==> src/rtl/axi_read_arbiter_pkg.sv <==
// axi_read_arbiter_pkg: AXI read channel types, source indices and FSM states for the read arbiter
package axi_read_arbiter_pkg;
   localparam int AXI_ID_W   = 4;
   localparam int AXI_ADDR_W = 32;
   localparam int AXI_DATA_W = 64;
   localparam logic ARB_SRC_ICACHE = 1'b0;
   localparam logic ARB_SRC_DCACHE = 1'b1;
   typedef enum logic {IDLE, LOCK} ArbState;
   typedef struct packed {
      logic                  valid;
      logic [AXI_ID_W-1:0]   id;
      logic [AXI_ADDR_W-1:0] addr;
      logic [7:0]            len;
      logic [2:0]            size;
      logic [1:0]            burst;
   } AxiMAR;
   typedef struct packed {
      logic ready;
   } AxiSAR;
   typedef struct packed {
      logic ready;
   } AxiMR;
   typedef struct packed {
      logic                  valid;
      logic [AXI_ID_W-1:0]   id;
      logic [AXI_DATA_W-1:0] data;
      logic [1:0]            resp;
      logic                  last;
   } AxiSR;
   function automatic logic [AXI_ID_W-1:0] tag_id(input logic src, input logic [AXI_ID_W-1:0] id);
      return {src, id[AXI_ID_W-2:0]};
   endfunction
endpackage

==> src/rtl/axi_read_arbiter_outstanding_ctr.sv <==
// outstanding_ctr: saturating up/down count of accepted-but-unfinished bursts for one source
module outstanding_ctr
   import axi_read_arbiter_pkg::*;
#(
   parameter int MAX = 4,
   parameter int W   = $clog2(MAX + 1)
) (
   input  logic         clk,
   input  logic         rst,
   input  logic         i_inc,
   input  logic         i_dec,
   output logic [W-1:0] o_cnt,
   output logic         o_full,
   output logic         o_underflow
);
   logic [W-1:0] r_cnt;
   // count up on AR accept, down on last R beat; coincident events cancel, both ends saturate
   always_ff @(posedge clk)
      if (rst) r_cnt <= '0;
      else if (i_inc && !i_dec && !o_full) r_cnt <= r_cnt + 1'b1;
      else if (i_dec && !i_inc && r_cnt != '0) r_cnt <= r_cnt - 1'b1;
   assign o_cnt       = r_cnt;
   assign o_full      = r_cnt == W'(MAX);
   assign o_underflow = i_dec && r_cnt == '0;
endmodule

==> src/rtl/axi_read_arbiter.sv <==
// axi_read_arbiter: round-robin sharing of one AXI read channel between ICache and DCache; AXI_RD_ARB_PERF_EN adds perf counters
module axi_read_arbiter
   import axi_read_arbiter_pkg::*;
#(
   parameter int ID_WIDTH        = AXI_ID_W,
   parameter int MAX_OUTSTANDING = 4
) (
   input  logic  clk,
   input  logic  rst,
   input  AxiMAR i_icache_mar,
   output AxiSAR o_icache_sar,
   input  AxiMR  i_icache_mr,
   output AxiSR  o_icache_sr,
   input  AxiMAR i_dcache_mar,
   output AxiSAR o_dcache_sar,
   input  AxiMR  i_dcache_mr,
   output AxiSR  o_dcache_sr,
`ifdef AXI_RD_ARB_PERF_EN
   output logic [31:0] o_perf_grant_icache,
   output logic [31:0] o_perf_grant_dcache,
   output logic [31:0] o_perf_ar_stall,
`endif
   output AxiMAR o_mem_mar,
   input  AxiSAR i_mem_sar,
   output AxiMR  o_mem_mr,
   input  AxiSR  i_mem_sr
);
   localparam int CNT_W = $clog2(MAX_OUTSTANDING + 1);
   AxiMAR            w_mar [2];
   AxiMR             w_mr [2];
   logic [CNT_W-1:0] w_cnt [2];
   ArbState          r_state, w_state_nx;
   logic             r_owner, w_owner_nx, r_rr, r_err_sticky;
   logic             w_src, w_gnt_valid, w_ar_hs, w_dst, w_r_hs;
   logic [1:0]       w_elig, w_full, w_inc, w_dec, w_uflow;
   assign w_mar[0] = i_icache_mar;
   assign w_mar[1] = i_dcache_mar;
   assign w_mr[0]  = i_icache_mr;
   assign w_mr[1]  = i_dcache_mr;
   assign w_dst    = i_mem_sr.id[ID_WIDTH-1];
   assign w_r_hs   = i_mem_sr.valid & o_mem_mr.ready;
   assign w_ar_hs  = w_gnt_valid & i_mem_sar.ready & !rst;
   for (genvar i = 0; i < 2; i++) begin : g_src
      assign w_elig[i] = w_mar[i].valid & !w_full[i];
      assign w_inc[i]  = w_ar_hs & (w_src == 1'(i));
      assign w_dec[i]  = w_r_hs & i_mem_sr.last & (w_dst == 1'(i));
      outstanding_ctr #(.MAX(MAX_OUTSTANDING)) u_ctr (
         .clk         (clk),
         .rst         (rst),
         .i_inc       (w_inc[i]),
         .i_dec       (w_dec[i]),
         .o_cnt       (w_cnt[i]),
         .o_full      (w_full[i]),
         .o_underflow (w_uflow[i])
      );
   end
   // state, locked owner, round-robin pointer and sticky protocol-error flag
   always_ff @(posedge clk)
      if (rst) begin
         r_state      <= IDLE;
         r_owner      <= ARB_SRC_ICACHE;
         r_rr         <= ARB_SRC_ICACHE;
         r_err_sticky <= 1'b0;
      end else begin
         r_state      <= w_state_nx;
         r_owner      <= w_owner_nx;
         if (w_ar_hs) r_rr <= ~w_src;
         r_err_sticky <= r_err_sticky | (w_r_hs && w_cnt[w_dst] == '0) | |w_uflow;
      end
   // lock onto a grant memory did not take so AR stays stable until accepted
   always_comb begin
      w_state_nx = r_state;
      w_owner_nx = r_owner;
      if (r_state == IDLE && w_gnt_valid && !i_mem_sar.ready) begin
         w_state_nx = LOCK;
         w_owner_nx = w_src;
      end else if (r_state == LOCK && w_ar_hs) w_state_nx = IDLE;
   end
   // grant: owner while locked, otherwise the eligible source with rr breaking ties
   always_comb begin
      w_src       = r_state == LOCK ? r_owner : &w_elig ? r_rr : w_elig[1];
      w_gnt_valid = r_state == LOCK ? w_mar[r_owner].valid : |w_elig;
   end
   // AR muxing with source tag in the id MSB, R routing by id MSB; everything masked in reset
   always_comb begin
      o_mem_mar                     = w_mar[w_src];
      o_mem_mar.id                  = tag_id(w_src, w_mar[w_src].id);
      o_mem_mar.valid               = w_gnt_valid & !rst;
      o_icache_sar.ready            = w_ar_hs & (w_src == ARB_SRC_ICACHE);
      o_dcache_sar.ready            = w_ar_hs & (w_src == ARB_SRC_DCACHE);
      o_icache_sr                   = i_mem_sr;
      o_icache_sr.id[ID_WIDTH-1]    = 1'b0;
      o_icache_sr.valid             = i_mem_sr.valid & !rst & (w_dst == ARB_SRC_ICACHE);
      o_dcache_sr                   = i_mem_sr;
      o_dcache_sr.id[ID_WIDTH-1]    = 1'b0;
      o_dcache_sr.valid             = i_mem_sr.valid & !rst & (w_dst == ARB_SRC_DCACHE);
      o_mem_mr.ready                = w_mr[w_dst].ready & !rst;
   end
`ifdef AXI_RD_ARB_PERF_EN
   logic [31:0] r_perf_gi, r_perf_gd, r_perf_st;
   // free-running grant and AR stall counters, wrapping at 2^32
   always_ff @(posedge clk)
      if (rst) begin
         r_perf_gi <= '0;
         r_perf_gd <= '0;
         r_perf_st <= '0;
      end else begin
         r_perf_gi <= r_perf_gi + 32'(w_inc[0]);
         r_perf_gd <= r_perf_gd + 32'(w_inc[1]);
         r_perf_st <= r_perf_st + 32'(o_mem_mar.valid & !i_mem_sar.ready);
      end
   assign o_perf_grant_icache = r_perf_gi;
   assign o_perf_grant_dcache = r_perf_gd;
   assign o_perf_ar_stall     = r_perf_st;
`endif
endmodule

==> config.mk <==
export PLATFORM = sky130hd
export DESIGN_NAME = axi_read_arbiter
export DESIGN_NICKNAME = d
export VERILOG_FILES = /design/src/rtl/axi_read_arbiter_pkg.sv /design/src/rtl/axi_read_arbiter_outstanding_ctr.sv /design/src/rtl/axi_read_arbiter.sv
export SDC_FILE = /design/constraint.sdc
export NUM_CORES = 1
export LEC_CHECK = 0
export CAP_MARGIN = 10
export CORE_AREA = 2 2 147 149
export CTS_BUF_LIST = sky130_fd_sc_hd__clkbuf_4
export CTS_CLUSTER_DIAMETER = 80
export CTS_CLUSTER_SIZE = 14
export DETAILED_ROUTE_END_ITERATION = 10
export DIE_AREA = 0 0 149 151
export PLACE_DENSITY_LB_ADDON = 0.2
export SYNTH_ARGS = -nofsm -noshare
export SYNTH_HDL_FRONTEND = slang
export SYNTH_SLANG_ARGS = --single-unit
==> constraint.sdc <==
create_clock -name clk -period 4 [get_ports clk]
set_input_delay 0.4 -clock clk [delete_from_list [all_inputs] [get_ports clk]]
set_output_delay 0.4 -clock clk [all_outputs]
set_load 0.1 [all_outputs]
## Word-level counts from Yosys, hierarchy flattened

Cells that the tools add are included.

- Word-level logic and storage cells: 79
- Flip-flop bits (word level): 9
- Bits of input ports: 177
- Output and inout port bits: 197

- Multiplexer cells: 18
- Equality and inequality tests: 2
- Add/subtract/negate cells: 4
- Order comparisons: 3
- Reduce and logical (&&, ||, !) cells: 26
- Bitwise operators: 21

Operators with widths:

| cell | count |
|---|---|
| 50-bit 2-to-1 mux | 3 |
| 48-bit 2-to-1 mux | 3 |
| 1-bit AND | 15 |
| 3-bit 2-to-1 mux | 4 |
| 1-bit logical AND | 11 |
| 1-bit logical NOT | 8 |
| 1-bit 2-to-1 mux | 8 |
| 3-bit by 1-bit adder with 3-bit output (second input constant) | 2 |
| 3-bit == test (second input constant) | 2 |
| 2-bit >= comparator (second input constant) | 3 |
| 1-bit inverter with 2-bit output | 3 |
| 2-bit nonzero test | 3 |
| 3-bit nonzero test | 2 |
| 3-bit by 1-bit subtractor with 3-bit output (second input constant) | 2 |
| 1-bit inverter | 3 |
| 2-bit AND reduction | 1 |
| 2-bit OR reduction | 1 |

## Longest topological paths before layout

Gate-level depths: netlist of the first run.

- Depth after elaboration: 13
- Gate-level depth with buffers: 11
- Gate-level depth less buffers: 10

## Modules after synthesis

A second synthesis of the first run with hierarchy kept.

- Cell total of the unflattened synthesis: 277
- Area total of the unflattened synthesis: 2,537.4 um^2

By module, submodules not included:

| module | area an instance (um^2) | seq. area each (um^2) | times used | cells an instance |
|---|---|---|---|---|
| axi_read_arbiter | 2,112.0 | 60.1 | 1 | 231 |
| outstanding_ctr | 212.7 | 60.1 | 2 | 23 |

## Worst setup path before layout of the first run

No wires, ideal clock.

- Kind: register -> register
- Start point: register g_src[1].u_ctr.r_cnt[2]
- End point: register g_src[0].u_ctr.r_cnt[2]
- Required time: 3,934 ps
- Cell stages (with the launch flop): 12
- Arrival time: 3,253 ps
- Path buffers: 1
- Path slack: 681 ps
- Setup time: 66 ps
- Cells stage by stage: dfxtp_1 -> or3b_1 -> o2111ai_1 -> and2_1 -> buf_4 -> inv_2 -> nor2_4 -> nand3_1 -> fa_1 -> or3_1 -> mux4_2 -> nor2_1

- Longest elaborated chain between the ends: 12

RTL lines:

| element | RTL line | RTL |
|---|---|---|
| start: declaration | axi_read_arbiter_outstanding_ctr.sv:16 | `logic [W-1:0] r_cnt;` |
| start signal: assignment | axi_read_arbiter_outstanding_ctr.sv:20 | `else if (i_inc && !i_dec && !o_full) r_cnt <= r_cnt + 1'b1;` |
| start signal: assignment | axi_read_arbiter_outstanding_ctr.sv:21 | `else if (i_dec && !i_inc && r_cnt != '0) r_cnt <= r_cnt - 1'b1;` |
| 3-bit == test (*) | axi_read_arbiter_outstanding_ctr.sv:23 | `assign o_full = r_cnt == W'(MAX);` |
| 1-bit logical NOT (*) | axi_read_arbiter.sv:44 | `assign w_elig[i] = w_mar[i].valid & !w_full[i];` |
| 1-bit AND (*) | axi_read_arbiter.sv:44 |  |
| 2-bit OR reduction or 2-bit AND reduction (tied branches) | axi_read_arbiter.sv:82, axi_read_arbiter.sv:81 |  |
| 1-bit 2-to-1 mux (on tied branches) | axi_read_arbiter.sv:82, axi_read_arbiter.sv:81 |  |
| 1-bit AND or 1-bit 2-to-1 mux (tied branches) | axi_read_arbiter.sv:42, axi_read_arbiter.sv:81 |  |
| 1-bit AND or 1-bit inverter (tied branches) | n/a |  |
| 1-bit AND (*) | n/a |  |
| named net o_icache_sar | axi_read_arbiter.sv:11 | `output AxiSAR o_icache_sar,` |
| 1-bit logical NOT | axi_read_arbiter_outstanding_ctr.sv:21 |  |
| 1-bit logical AND (2 in a row) | axi_read_arbiter_outstanding_ctr.sv:21 |  |
| 2-bit nonzero test (no source line) | n/a |  |
| end signal: assignment | axi_read_arbiter_outstanding_ctr.sv:20 |  |
| end signal: assignment | axi_read_arbiter_outstanding_ctr.sv:21 |  |
| end: declaration | axi_read_arbiter_outstanding_ctr.sv:16 |  |

The timed path passes the listed nets; every way through them passes the cells marked *.
A chain may end at the register's enable or synchronous reset.

## Worst setup path after layout of the first run

- Start point: input port i_icache_mar[49] (netlist name)
- End point: register g_src[0].u_ctr.r_cnt[2]

- Longest elaborated chain between the ends: 11

RTL lines:

| element | RTL line | RTL |
|---|---|---|
| start: declaration | axi_read_arbiter.sv:10 | `input AxiMAR i_icache_mar,` |
| 50-bit 2-to-1 mux (implied by the code) (3 in a row) | axi_read_arbiter.sv:82 | `w_gnt_valid = r_state == LOCK ? w_mar[r_owner].valid : \|w_elig;` |
| 1-bit 2-to-1 mux | axi_read_arbiter.sv:82 |  |
| 1-bit AND (2 in a row) | axi_read_arbiter.sv:42 | `assign w_ar_hs = w_gnt_valid & i_mem_sar.ready & !rst;` |
| 1-bit AND (*) | axi_read_arbiter.sv:45 | `assign w_inc[i] = w_ar_hs & (w_src == 1'(i));` |
| 1-bit logical NOT | axi_read_arbiter_outstanding_ctr.sv:21 |  |
| 1-bit logical AND (2 in a row) | axi_read_arbiter_outstanding_ctr.sv:21 |  |
| 2-bit nonzero test (no source line) | n/a |  |

Mark *: on every way between the ends. The rest lies on a longest branch, timed or not. The select of a mux whose other input is x is not followed.

==> impl_results.md, run 1 <==
* ANT nets after route at 0
* DRC at 0
* Area grow syn2layout at 56.5%
* Maxcap violations at 0
* Hold wc startpoint: r_rr$_SDFFE_PP0N_
* Die area at 0.0225 mm^2
* Inserted Diodes at 0
* Yosys reg bits at 9
* Setup ws final at 0.933 ns
* Via count at 2256
* Reg2reg setup slack at 0.97 ns
* XOR/XNOR Fraction of Synth Area at 1.08%
* Worst EP required at 4.21 ns
* Cts hold-fix bufs at 0
* Ys Warns at 0
* Fmax at 326 MHz
* Clock slew at the register clock pins of the worst setup and hold paths at 0.08 ns
* Initial DRT Pass Iterations at 4
* CTS Sinks at 9
* Area contributors post-synth: buf_4 44%, nand2_1 23%, dfxtp_1 7.4%
* Number of global-route vias before repair at 2324
* Max-slew headroom at 35.5%
* TritonCTS Buffers at 3
* Largest family of logic cells by synthesized area: buffers and inverters
* Netlist cell types at 46
* Synth top area share at 44.4%
* Placed Instances at 678
* Hold EP: r_rr$_SDFFE_PP0N_
* Die span in y at 151 um
* DR vias/cell at 3.31
* Setup TNS at 0 ns
* Post-layout util at 18.3%
* Worst Setup Path Type: in -> reg
* CP Launch Type: input pin
* Delay-heaviest family, CP: simple AND/OR/NAND/NOR gates
* Final net count at 587
* FF-to-FF End: g_src[0].u_ctr.o_cnt[2]$_SDFFE_PP0P_
* Count of final setup violators at 0
* # port buffers at 162
* Cell Count, Final, Fillers Out at 682
* RSZ-0062 raised after global routing: false
* Drt total wl at 8.61 mm
* Run status: finished clean
* PD cells at 318 mW/mm^2
* Largest net degree at the start of global routing at 52
* Slowest CP cell: clkdlybuf4s50_1
* Mux contribution to synthesized area at 1.80%
* Core region area at 0.0208 mm^2
* Resized Gates After CTS at 0
* Syn Area/Cell at 6.20 um^2
* Clk Latency, worst-skew pair at 0.27 ns
* Worst r2r src: g_src[1].u_ctr.o_cnt[2]$_SDFFE_PP0P_
* Crit share post-route at 76.7%
* Worst-path cell chain: clkdlybuf4s50_1 > nand2b_1 > o2111ai_1 > and2_2 > inv_2 > nor2_4 > nand3_1 > fa_1 > or3_1 > mux4_2 > nor2_1
* Final Hold Viols at 0
* Crit-path max FO at 6
* Post-CTS Setup Repair Bufs at 0
* Core Rows at 53
* Starting Density at 11.7%
* Share of cells above drive strength 1 at 18.2%
* Commonest cells post-synth: 152 x nand2_1, 144 x buf_4, 12 x nor2_1
* Leading area contributor after synthesis: buf_4
* Ys async rst share at 0%
* First-iteration detailed-routing DRC count at 112
* Count leader, synth: nand2_1
* Crit. End Element: flip-flop
* First-pass GRT wire length at 12.9 mm
* WP buf/inv at 2
* Most used DFF post-synth: dfxtp_1
* Worst-Margin Slew at 0.965 ns
* Fill cell count at 2385
* Drt wl/cell at 12.6 um
* Sequential share of the synthesized area at 7.40%
* Area of the mapped netlist at 0.00243 mm^2
* EDFF count, synth at 0
* Static leakage at 0.00163 uW
* Hold Path Class: reg -> reg
* Root cell of the clock tree: clkbuf_4
* H-tree lvl count at 1
* Grt total ovfl at 0
* RePlAce Congestion at 0.744
* Crit path DAT at 3.27 ns
* Ports at 374
* Post-synthesis simple-gate area fraction at 33.8%
* CTS max path bufs at 2
* Syn Inst Count at 393
* Hold path depth at 2
* Post-DP HPWL at 6.93 mm
* Largest stage delay, worst path at 0.56 ns
* CTS tree: yes
* Synth Area in Compound Gates at 7.14%
* Global-route usage over all layers at 7.26%
* Final Max Slew Viols at 0
* Worst reg2reg path depth at 10
* Hold slack at 0.466 ns
* Antenna violations before repair at 0
* Post-Place Worst Slack at 0.675 ns
* Fin crit period at 3.07 ns
* Die X-Extent at 149 um
* Worst vdd ir at 0.0997 mV
* Adder-cell share of the synthesized area at 1.64%
* Layout Skew at 0.00592 ns
[placed cells by master (no fill, tap or decap), types with 3 or more instances in the layout]
master and instances:
buf_12 50, nor2_1 12, clkbuf_4 4, dfxtp_1 9, inv_1 3, nand3_1 10
buf_4 7, clkdlybuf4s50_1 107, xnor2_1 3, a21oi_1 5, nand2_1 152
[per-layer routing]
layer	part of all wire (%)	GRT usage [%]	vias up
li1	-	-	1118
met1	35	8.25	949
met2	48	11.7	147
met3	13	3.31	42
met4	3.6	3.29	0
met5	0	0	-
[worst register-to-register path, cell delays in order (launching register included)]
cell       delay, ns
dfxtp_1         0.44
or3b_1          0.44
o2111ai_1       0.15
and2_2          0.22
inv_2           0.05
nor2_4          0.20
nand3_1         0.13
fa_1            0.42
or3_1           0.38
mux4_2          0.45
nor2_1          0.09
[through the flow]
stage / power (uW) / instance area, um^2
after detailed placement: 1140 / 3780
final: 1210 / 3810
after floorplan: 1360 / 2440
after CTS: 1230 / 3810
after global routing: 1270 / 3810
after global placement: 1140 / 3780
[worst max path at each step]
| stage | cells past startpoint | to | slack, ns | startpoint |
|---|---|---|---|---|
| floorplan | 11 | g_src[0].u_ctr.o_cnt[2]$_SDFFE_PP0P_ | 0.68 | g_src[1].u_ctr.o_cnt[2]$_SDFFE_PP0P_ |
| global placement | 9 | g_src[0].u_ctr.o_cnt[2]$_SDFFE_PP0P_ | 0.71 | rst |
| detailed placement | 9 | g_src[0].u_ctr.o_cnt[2]$_SDFFE_PP0P_ | 0.67 | rst |
| CTS | 9 | g_src[0].u_ctr.o_cnt[2]$_SDFFE_PP0P_ | 0.96 | rst |
| global route | 9 | g_src[0].u_ctr.o_cnt[2]$_SDFFE_PP0P_ | 0.77 | rst |
| finish | 11 | g_src[0].u_ctr.o_cnt[2]$_SDFFE_PP0P_ | 0.93 | i_icache_mar[49] |
[where the power goes]
part	internal, uW	total (uW)	switching, uW
combinational	368	1020	653
sequential	95.9	106	10.0
clock	45.3	85.3	39.9
total	509	1210	702
[cell type report]
type,count,area (um^2),share of cell area [%]
inverter,4,15.0,0.394
clock buffer,4,30.0,0.788
sequential,9,180,4.73
multi-input combinational,226,1120,29.3
tap,275,344,9.03
timing repair buffer,164,2120,55.8
[registers in the layout, indices dropped and copies added (netlist names)]
| register | count |
|---|---|
| g_src.u_ctr.o_cnt | 6 |
| r_owner | 1 |
| r_rr | 1 |
| r_state | 1 |
[kinds of logic (layout without fill, tap and decap cells)]
family,after synthesis,count (layout)
and+or+nand+nor,194,194
buffers and inverters,159,172
AOI/OAI and AO/OA,22,22
DFF,9,9
xor gates and xnor gates,3,3
muxes,3,3
adders and majority gates,2,2
other,1,2
No activity file was read; power rests on OpenSTA's default activity.
==> run 2, diff against run 1 <==
==> constraint.sdc (replaced) <==
create_clock -name clk -period 3.1 [get_ports clk]
set_input_delay 0.31 -clock clk [delete_from_list [all_inputs] [get_ports clk]]
set_output_delay 0.31 -clock clk [all_outputs]
set_load 0.1 [all_outputs]
==> run 2 against run 1 <==
Clock power grew 18%. Register-to-register slack lost 0.52 ns. Setup slack lost 0.65 ns. Via count grew 3.7%. Clock skew grew 0.0010 ns. Global-route usage grew 0.95 points. Sequential power grew 28%. Critical endpoint is now o_mem_mar[6]. Flip-flop and latch count is the same. Design area grew 1.7%. Largest cell class unchanged. Total power grew 30%. Die area is the same.
==> impl_results.md, run 2 (synthesis gave the netlist of run 1 again) <==
* Hold slack at 0.469 ns (was 0.466 ns)
* Clock slew at the register clock pins of the worst setup and hold paths at 0.07 ns (was 0.08 ns)
* Number of global-route vias before repair at 2373 (was 2324)
* Pint at 663 uW (was 509 uW)
* DRC at 0 (unchanged)
* Post-DP HPWL at 8.64 mm (was 6.93 mm)
* Psw at 911 uW (was 702 uW)
* Reg power frac at 8.7% (about the same)
* Die X-Extent at 149 um (unchanged)
* # port buffers at 162 (unchanged)
* Reg2reg setup slack at 0.45 ns (was 0.97 ns)
* Worst r2r src: g_src[1].u_ctr.o_cnt[2]$_SDFFE_PP0P_ (unchanged)
* Worst EP required at 2.79 ns (was 4.21 ns)
* Fin crit period at 2.81 ns
* Final Cell Area at 0.00387 mm^2 (was 0.00381 mm^2)
* Proportion of power drawn by the clock network at 6.4% (was 7.0%)
* Antenna violations before repair at 0 (unchanged)
* Via count at 2340 (was 2256)
* Setup TNS at 0 ns (unchanged)
* Combinational Power Share at 84.9% (was 84.2%)
* Clk Latency, worst-skew pair at 0.26 ns (was 0.27 ns)
* Initial DRT Pass Iterations at 4 (unchanged)
* ANT nets after route at 0 (unchanged)
* Crit-path max FO at 50 (was 6)
* CTS max path bufs at 2 (unchanged)
* Maxcap violations at 0 (unchanged)
* Area grow syn2layout at 59.1% (was 56.5%)
* Count of final setup violators at 0 (unchanged)
* First-iteration detailed-routing DRC count at 77 (was 112)
* Worst vdd ir at 0.150 mV (was 0.0997 mV)
* Crit path DAT at 2.50 ns (was 3.27 ns)
* Core region area at 0.0208 mm^2 (unchanged)
* Crit. End Element: output port (was flip-flop)
* Fmax at 355 MHz
* RePlAce Congestion at 0.726 (was 0.744)
* Hold Path Class: reg -> reg (unchanged)
* First-pass GRT wire length at 14.1 mm (was 12.9 mm)
* Most frequent cells in the layout: 152 x nand2_1, 105 x clkdlybuf4s50_1, 51 x buf_12 (was 152 x nand2_1, 107 x clkdlybuf4s50_1, 50 x buf_12)
* Post-CTS Setup Repair Bufs at 0 (unchanged)
* Final Max Slew Viols at 0 (unchanged)
* Ports at 374 (unchanged)
* Drt wl/cell at 15.0 um (was 12.6 um)
* CTS Sinks at 9 (unchanged)
* Max-slew headroom at 58.5% (was 35.5%)
* Worst Setup Path Type: reg -> out (was in -> reg)
* Static leakage at 0.00166 uW (was 0.00163 uW)
* Cts hold-fix bufs at 0 (unchanged)
* Resized Gates After CTS at 0 (unchanged)
* Worst setup path start: g_src[0].u_ctr.o_cnt[2]$_SDFFE_PP0P_ (was i_icache_mar[49])
* Root cell of the clock tree: clkbuf_4 (unchanged)
* Net Sw Frac at 57.9% (was 58.0%)
* Number of flip-flops in the largest register at 6 (unchanged)
* Die area at 0.0225 mm^2 (unchanged)
* Inserted Diodes at 0 (unchanged)
* Final Hold Viols at 0 (unchanged)
* Grt total ovfl at 0 (unchanged)
* Die span in y at 151 um (unchanged)
* RSZ-0062 raised after global routing: false (unchanged)
* Drt total wl at 10.3 mm (was 8.61 mm)
* Global-route usage over all layers at 8.21% (was 7.26%)
* CTS tree: yes (unchanged)
* Run status: finished clean (unchanged)
* Most common cell after layout, fill and taps aside: nand2_1 (unchanged)
* Crit share post-route at 90.7%
* CP Launch Type: flip-flop (was input pin)
* Final net count at 591 (was 587)
* FF-to-FF End: g_src[0].u_ctr.o_cnt[2]$_SDFFE_PP0P_ (unchanged)
* Worst-Margin Slew at 0.623 ns (was 0.965 ns)
* DR vias/cell at 3.41 (was 3.31)
* Post-DP Area at 0.00384 mm^2 (was 0.00378 mm^2)
* H-tree lvl count at 1 (unchanged)
* Worst reg2reg path depth at 10 (unchanged)
* Largest net degree at the start of global routing at 52 (unchanged)
* Starting Density at 11.7% (unchanged)
* Core Rows at 53 (unchanged)
* Setup crit end: o_mem_mar[6] (was g_src[0].u_ctr.o_cnt[2]$_SDFFE_PP0P_)
* Layout Skew at 0.00696 ns (was 0.00592 ns)
* PD cells at 406 mW/mm^2 (was 318 mW/mm^2)
* Share of cells above drive strength 1 at 20.9% (was 18.2%)
* TritonCTS Buffers at 3 (unchanged)
run 2: cell count changes in the layout (fill, tap and decap cells not counted), sizes merged:
cell and delta:
clkdlybuf4s50 -2, buf +6
run 2: power groups by stage:
stage	registers [uW]	logic [uW]	clock network (uW)
final	136	1340	101
after floorplan	136	1630	0
after global placement	139	1350	0
after CTS	136	1350	107
after global routing	138	1390	114
after detailed placement	139	1350	0
run 2: critical path, stage by stage (launching register included):
cell	delay, ns
dfxtp_1	0.43
nor3b_2	0.28
o2111ai_2	0.19
and2_2	0.26
inv_4	0.06
buf_4	0.48
nand2_1	0.11
nand2_1	0.19
buf_12	0.20
run 2: through the flow:
step	worst slack (ns)	util [%]	instances	total power [uW]
floorplan	-0.0233	-	394	1760
global placement	0.176	18.5	682	1490
detailed placement	0.162	18.5	682	1490
CTS	0.209	18.6	686	1600
global route	0.0236	18.6	686	1650
finish	0.287	18.6	686	1570
run 2: cell type report:
type / count / area, um^2
repair buffers: 168 / 2160
fillers: 2374 / 16900
well taps: 275 / 344
inverters: 4 / 17.5
flip-flops and latches: 9 / 183
multi-input cells: 226 / 1140
clock buffers: 4 / 30.0
run 2: how the worst min path moves through the flow:
stage	startpoint	to	slack [ns]	cells after the start
2_1_floorplan	r_rr$_SDFFE_PP0N_	r_rr$_SDFFE_PP0N_	0.43	2
3_3_place_gp	r_rr$_SDFFE_PP0N_	r_rr$_SDFFE_PP0N_	0.46	2
3_5_place_dp	r_rr$_SDFFE_PP0N_	r_rr$_SDFFE_PP0N_	0.46	2
4_1_cts	r_rr$_SDFFE_PP0N_	r_rr$_SDFFE_PP0N_	0.47	2
5_1_grt	r_rr$_SDFFE_PP0N_	r_rr$_SDFFE_PP0N_	0.49	2
6_report	r_rr$_SDFFE_PP0N_	r_rr$_SDFFE_PP0N_	0.47	2
run 2: metal layers:
| layer | routed length (um) | vias up | track usage [%] |
|---|---|---|---|
| li1 | - | 1122 | - |
| met2 | 4900 | 174 | 13.6 |
| met5 | 0 | - | 0 |
| met3 | 1330 | 44 | 3.40 |
| met4 | 307 | 0 | 3.38 |
| met1 | 3760 | 1000 | 9.37 |
==> run 3, diff against run 2 <==
--- a/config.mk
+++ b/config.mk
@@ -6,12 +6,14 @@
 export NUM_CORES = 1
 export LEC_CHECK = 0
 export CAP_MARGIN = 10
-export CORE_AREA = 2 2 147 149
+export CELL_PAD_IN_SITES_DETAIL_PLACEMENT = 1
+export CELL_PAD_IN_SITES_GLOBAL_PLACEMENT = 1
+export CORE_AREA = 2 2 144 146
 export CTS_BUF_LIST = sky130_fd_sc_hd__clkbuf_4
 export CTS_CLUSTER_DIAMETER = 80
 export CTS_CLUSTER_SIZE = 14
 export DETAILED_ROUTE_END_ITERATION = 10
-export DIE_AREA = 0 0 149 151
+export DIE_AREA = 0 0 146 148
 export PLACE_DENSITY_LB_ADDON = 0.2
 export SYNTH_ARGS = -nofsm -noshare
 export SYNTH_HDL_FRONTEND = slang
==> run 3 against run 2 <==
Global-route usage rose by 1.2 points. Sequential share of layout area about the same. Design area fell by 0.13%. Hold slack improved by 0.0083 ns. Register-to-register slack improved by 0.06 ns. Via count shrank 0.17%. Core utilization grew 0.70 points. Clock skew increased by 0.0026 ns. Critical path type is now in -> out.
==> impl_results.md, run 3 (synthesis gave the netlist of run 1 again) <==
* Worst reg2reg path depth at 10 (unchanged)
* Via count at 2336 (was 2340)
* Die span in y at 148 um (was 151 um)
* Overall power at 1570 uW (about the same)
* Largest stage delay, worst path at 0.56 ns (was 0.48 ns)
* Number of global-route vias before repair at 2587 (was 2373)
* Drt wl/cell at 15.7 um (was 15.0 um)
* Reg power frac at 8.7% (about the same)
* Crit path DAT at 2.40 ns (was 2.50 ns)
* First-iteration detailed-routing DRC count at 53 (was 77)
* Starting Density at 12.2% (was 11.7%)
* Drt total wl at 10.7 mm (was 10.3 mm)
* Ports at 374 (unchanged)
* Worst vdd ir at 0.102 mV (was 0.150 mV)
* Antenna violations before repair at 0 (unchanged)
* Fill cell count at 2448 (was 2374)
* Resized Gates After CTS at 0 (unchanged)
* ANT nets after route at 0 (unchanged)
* DR vias/cell at 3.43 (was 3.41)
* First-pass GRT wire length at 16.2 mm (was 14.1 mm)
* Worst Setup Path Type: in -> out (was reg -> out)
* Most common cell after layout, fill and taps aside: nand2_1 (unchanged)
* TritonCTS Buffers at 3 (unchanged)
* Clk Latency, worst-skew pair at 0.27 ns (was 0.26 ns)
* Initial DRT Pass Iterations at 4 (unchanged)
* Grt total ovfl at 0 (unchanged)
* Maxcap violations at 0 (unchanged)
* DRC at 0 (unchanged)
* Crit-path max FO at 51 (was 50)
* Slowest CP cell: clkdlybuf4s50_1 (was buf_4)
* CTS max path bufs at 2 (unchanged)
* Cell Count, Final, Fillers Out at 681 (was 686)
* Root cell of the clock tree: clkbuf_4 (unchanged)
* Fin crit period at 2.71 ns (was 2.81 ns)
* Psw at 920 uW (was 911 uW)
* Layout Skew at 0.00955 ns (was 0.00696 ns)
* Worst-Margin Slew at 0.592 ns (was 0.623 ns)
* RSZ-0062 raised after global routing: false (unchanged)
* Count of final setup violators at 0 (unchanged)
* Post-DP Area at 0.00384 mm^2 (about the same)
* Largest net degree at the start of global routing at 52 (unchanged)
* Die area at 0.0216 mm^2 (was 0.0225 mm^2)
* Share of cells above drive strength 1 at 20.9% (unchanged)
* Reg2reg setup slack at 0.51 ns (was 0.45 ns)
* FF-to-FF End: g_src[0].u_ctr.o_cnt[2]$_SDFFE_PP0P_ (unchanged)
* Post-CTS Setup Repair Bufs at 0 (unchanged)
* H-tree lvl count at 1 (unchanged)
* Post-layout util at 19.3% (was 18.6%)
* Crit share post-route at 87.5% (was 90.7%)
* Number of flip-flops in the largest register at 6 (unchanged)
* Crit-path most repeated cell: nand2_1 (unchanged)
* Met3 wire len at 1.34 mm (was 1.33 mm)
* Die X-Extent at 146 um (was 149 um)
* Final Cell Area at 0.00387 mm^2 (about the same)
* Most frequent cells in the layout: 152 x nand2_1, 105 x clkdlybuf4s50_1, 51 x buf_12 (unchanged)
* Clock slew at the register clock pins of the worst setup and hold paths at 0.08 ns (was 0.07 ns)
* Hold wc startpoint: r_rr$_SDFFE_PP0N_ (unchanged)
* Run status: finished clean (unchanged)
* Inserted Diodes at 0 (unchanged)
* # port buffers at 162 (unchanged)
* Net Sw Frac at 58.5% (was 57.9%)
* CTS tree: yes (unchanged)
* Crit. End Element: output port (unchanged)
* Area grow syn2layout at 58.9% (was 59.1%)
* Combinational Power Share at 85.3% (was 84.9%)
* Hold Path Class: reg -> reg (unchanged)
* CP Launch Type: input pin (was flip-flop)
* Placed Instances at 677 (was 682)
* Fmax at 369 MHz (was 355 MHz)
* Global-route usage over all layers at 9.46% (was 8.21%)
* Met2 WL at 5.26 mm (was 4.90 mm)
* Worst-path cell chain: clkdlybuf4s50_1 > nand2b_1 > o2111ai_2 > and2_2 > buf_4 > nand2_1 > nand2_1 > buf_12 (was nor3b_2 > o2111ai_2 > and2_2 > inv_4 > buf_4 > nand2_1 > nand2_1 > buf_12)
* Final net count at 591 (unchanged)
* Core region area at 0.0200 mm^2 (was 0.0208 mm^2)
* Core Rows at 52 (was 53)
* CTS Sinks at 9 (unchanged)
* Pint at 653 uW (was 663 uW)
* Final Hold Viols at 0 (unchanged)
* Metal1 wirelength at 4.03 mm (was 3.76 mm)
* Worst EP required at 2.79 ns (about the same)
* Static leakage at 0.00166 uW (about the same)
* PD cells at 406 mW/mm^2 (about the same)
* Final Max Slew Viols at 0 (unchanged)
* Post-DP HPWL at 8.96 mm (was 8.64 mm)
* Hold EP: r_rr$_SDFFE_PP0N_ (unchanged)
* Cts hold-fix bufs at 0 (unchanged)
* Proportion of power drawn by the clock network at 6.1% (was 6.4%)
* RePlAce Congestion at 0.714 (was 0.726)
* Max-slew headroom at 60.6% (was 58.5%)
* Worst r2r src: g_src[1].u_ctr.o_cnt[2]$_SDFFE_PP0P_ (unchanged)
* Uppermost layer routed: met4 (unchanged)
* Hold path depth at 2 (unchanged)
[run 3: cell types whose count changed in the layout (fill, tap and decap cells not counted)]
| cell | change |
|---|---|
| buf_4 | -1 |
| buf_6 | +1 |
| clkbuf_4 | -1 |
| clkinv_2 | +1 |
[run 3: how the worst max path moves through the flow]
stage          slack [ns]                                 start  cells past startpoint                                   end
5_1_grt              0.11                      i_icache_mar[49]                      8                          o_mem_mar[2]
4_1_cts              0.18  g_src[0].u_ctr.o_cnt[2]$_SDFFE_PP0P_                      8                         o_mem_mar[37]
3_5_place_dp         0.14                      i_icache_mar[49]                     10  g_src[0].u_ctr.o_cnt[2]$_SDFFE_PP0P_
3_3_place_gp         0.15                      i_icache_mar[49]                     10  g_src[0].u_ctr.o_cnt[2]$_SDFFE_PP0P_
6_report             0.39                      i_icache_mar[49]                      8                          o_mem_mar[2]
2_1_floorplan       -0.02  g_src[1].u_ctr.o_cnt[2]$_SDFFE_PP0P_                     11  g_src[0].u_ctr.o_cnt[2]$_SDFFE_PP0P_
[run 3: through the flow]
stage / TNS, ns / worst slack [ns] / hold WS [ns]
after CTS: 0 / 0.182 / 0.477
after detailed placement: 0 / 0.137 / 0.457
after floorplan: -0.0233 / -0.0233 / 0.431
after global placement: 0 / 0.152 / 0.473
final: 0 / 0.388 / 0.477
after global routing: 0 / 0.107 / 0.516
[run 3: metal layers]
layer	vias to the layer above	track usage, %
met3	10	4.29
met4	0	1.36
met1	1015	11.0
met2	189	16.4
li1	1122	-
met5	-	0
[run 3: cell type report]
cell class                      count  area [um^2]  area share [%]
Timing Repair Buffer              168         2170            56.0
Multi-Input combinational cell    226         1140            29.4
Tap cell                          270          338            8.73
Sequential cell                     9          183            4.72
Clock buffer                        3         22.5           0.582
Inverter                            4         17.5           0.453
Clock inverter                      1         5.00           0.129
[run 3: worst max-delay path, delay by kind of cell]
| family | cells | cell delay (ns) |
|---|---|---|
| buffers and inverters | 3 | 1.22 |
| AO/OA/AOI/OAI | 1 | 0.20 |
| AND/OR/NAND/NOR | 4 | 0.58 |
[run 3: power by group through the flow]
| stage | Sequential [uW] | Clock (uW) | Combinational [uW] |
|---|---|---|---|
| floorplan | 136 | 0 | 1630 |
| global placement | 140 | 0 | 1350 |
| detailed placement | 140 | 0 | 1360 |
| CTS | 137 | 101 | 1360 |
| global route | 139 | 113 | 1400 |
| finish | 136 | 95.4 | 1340 |
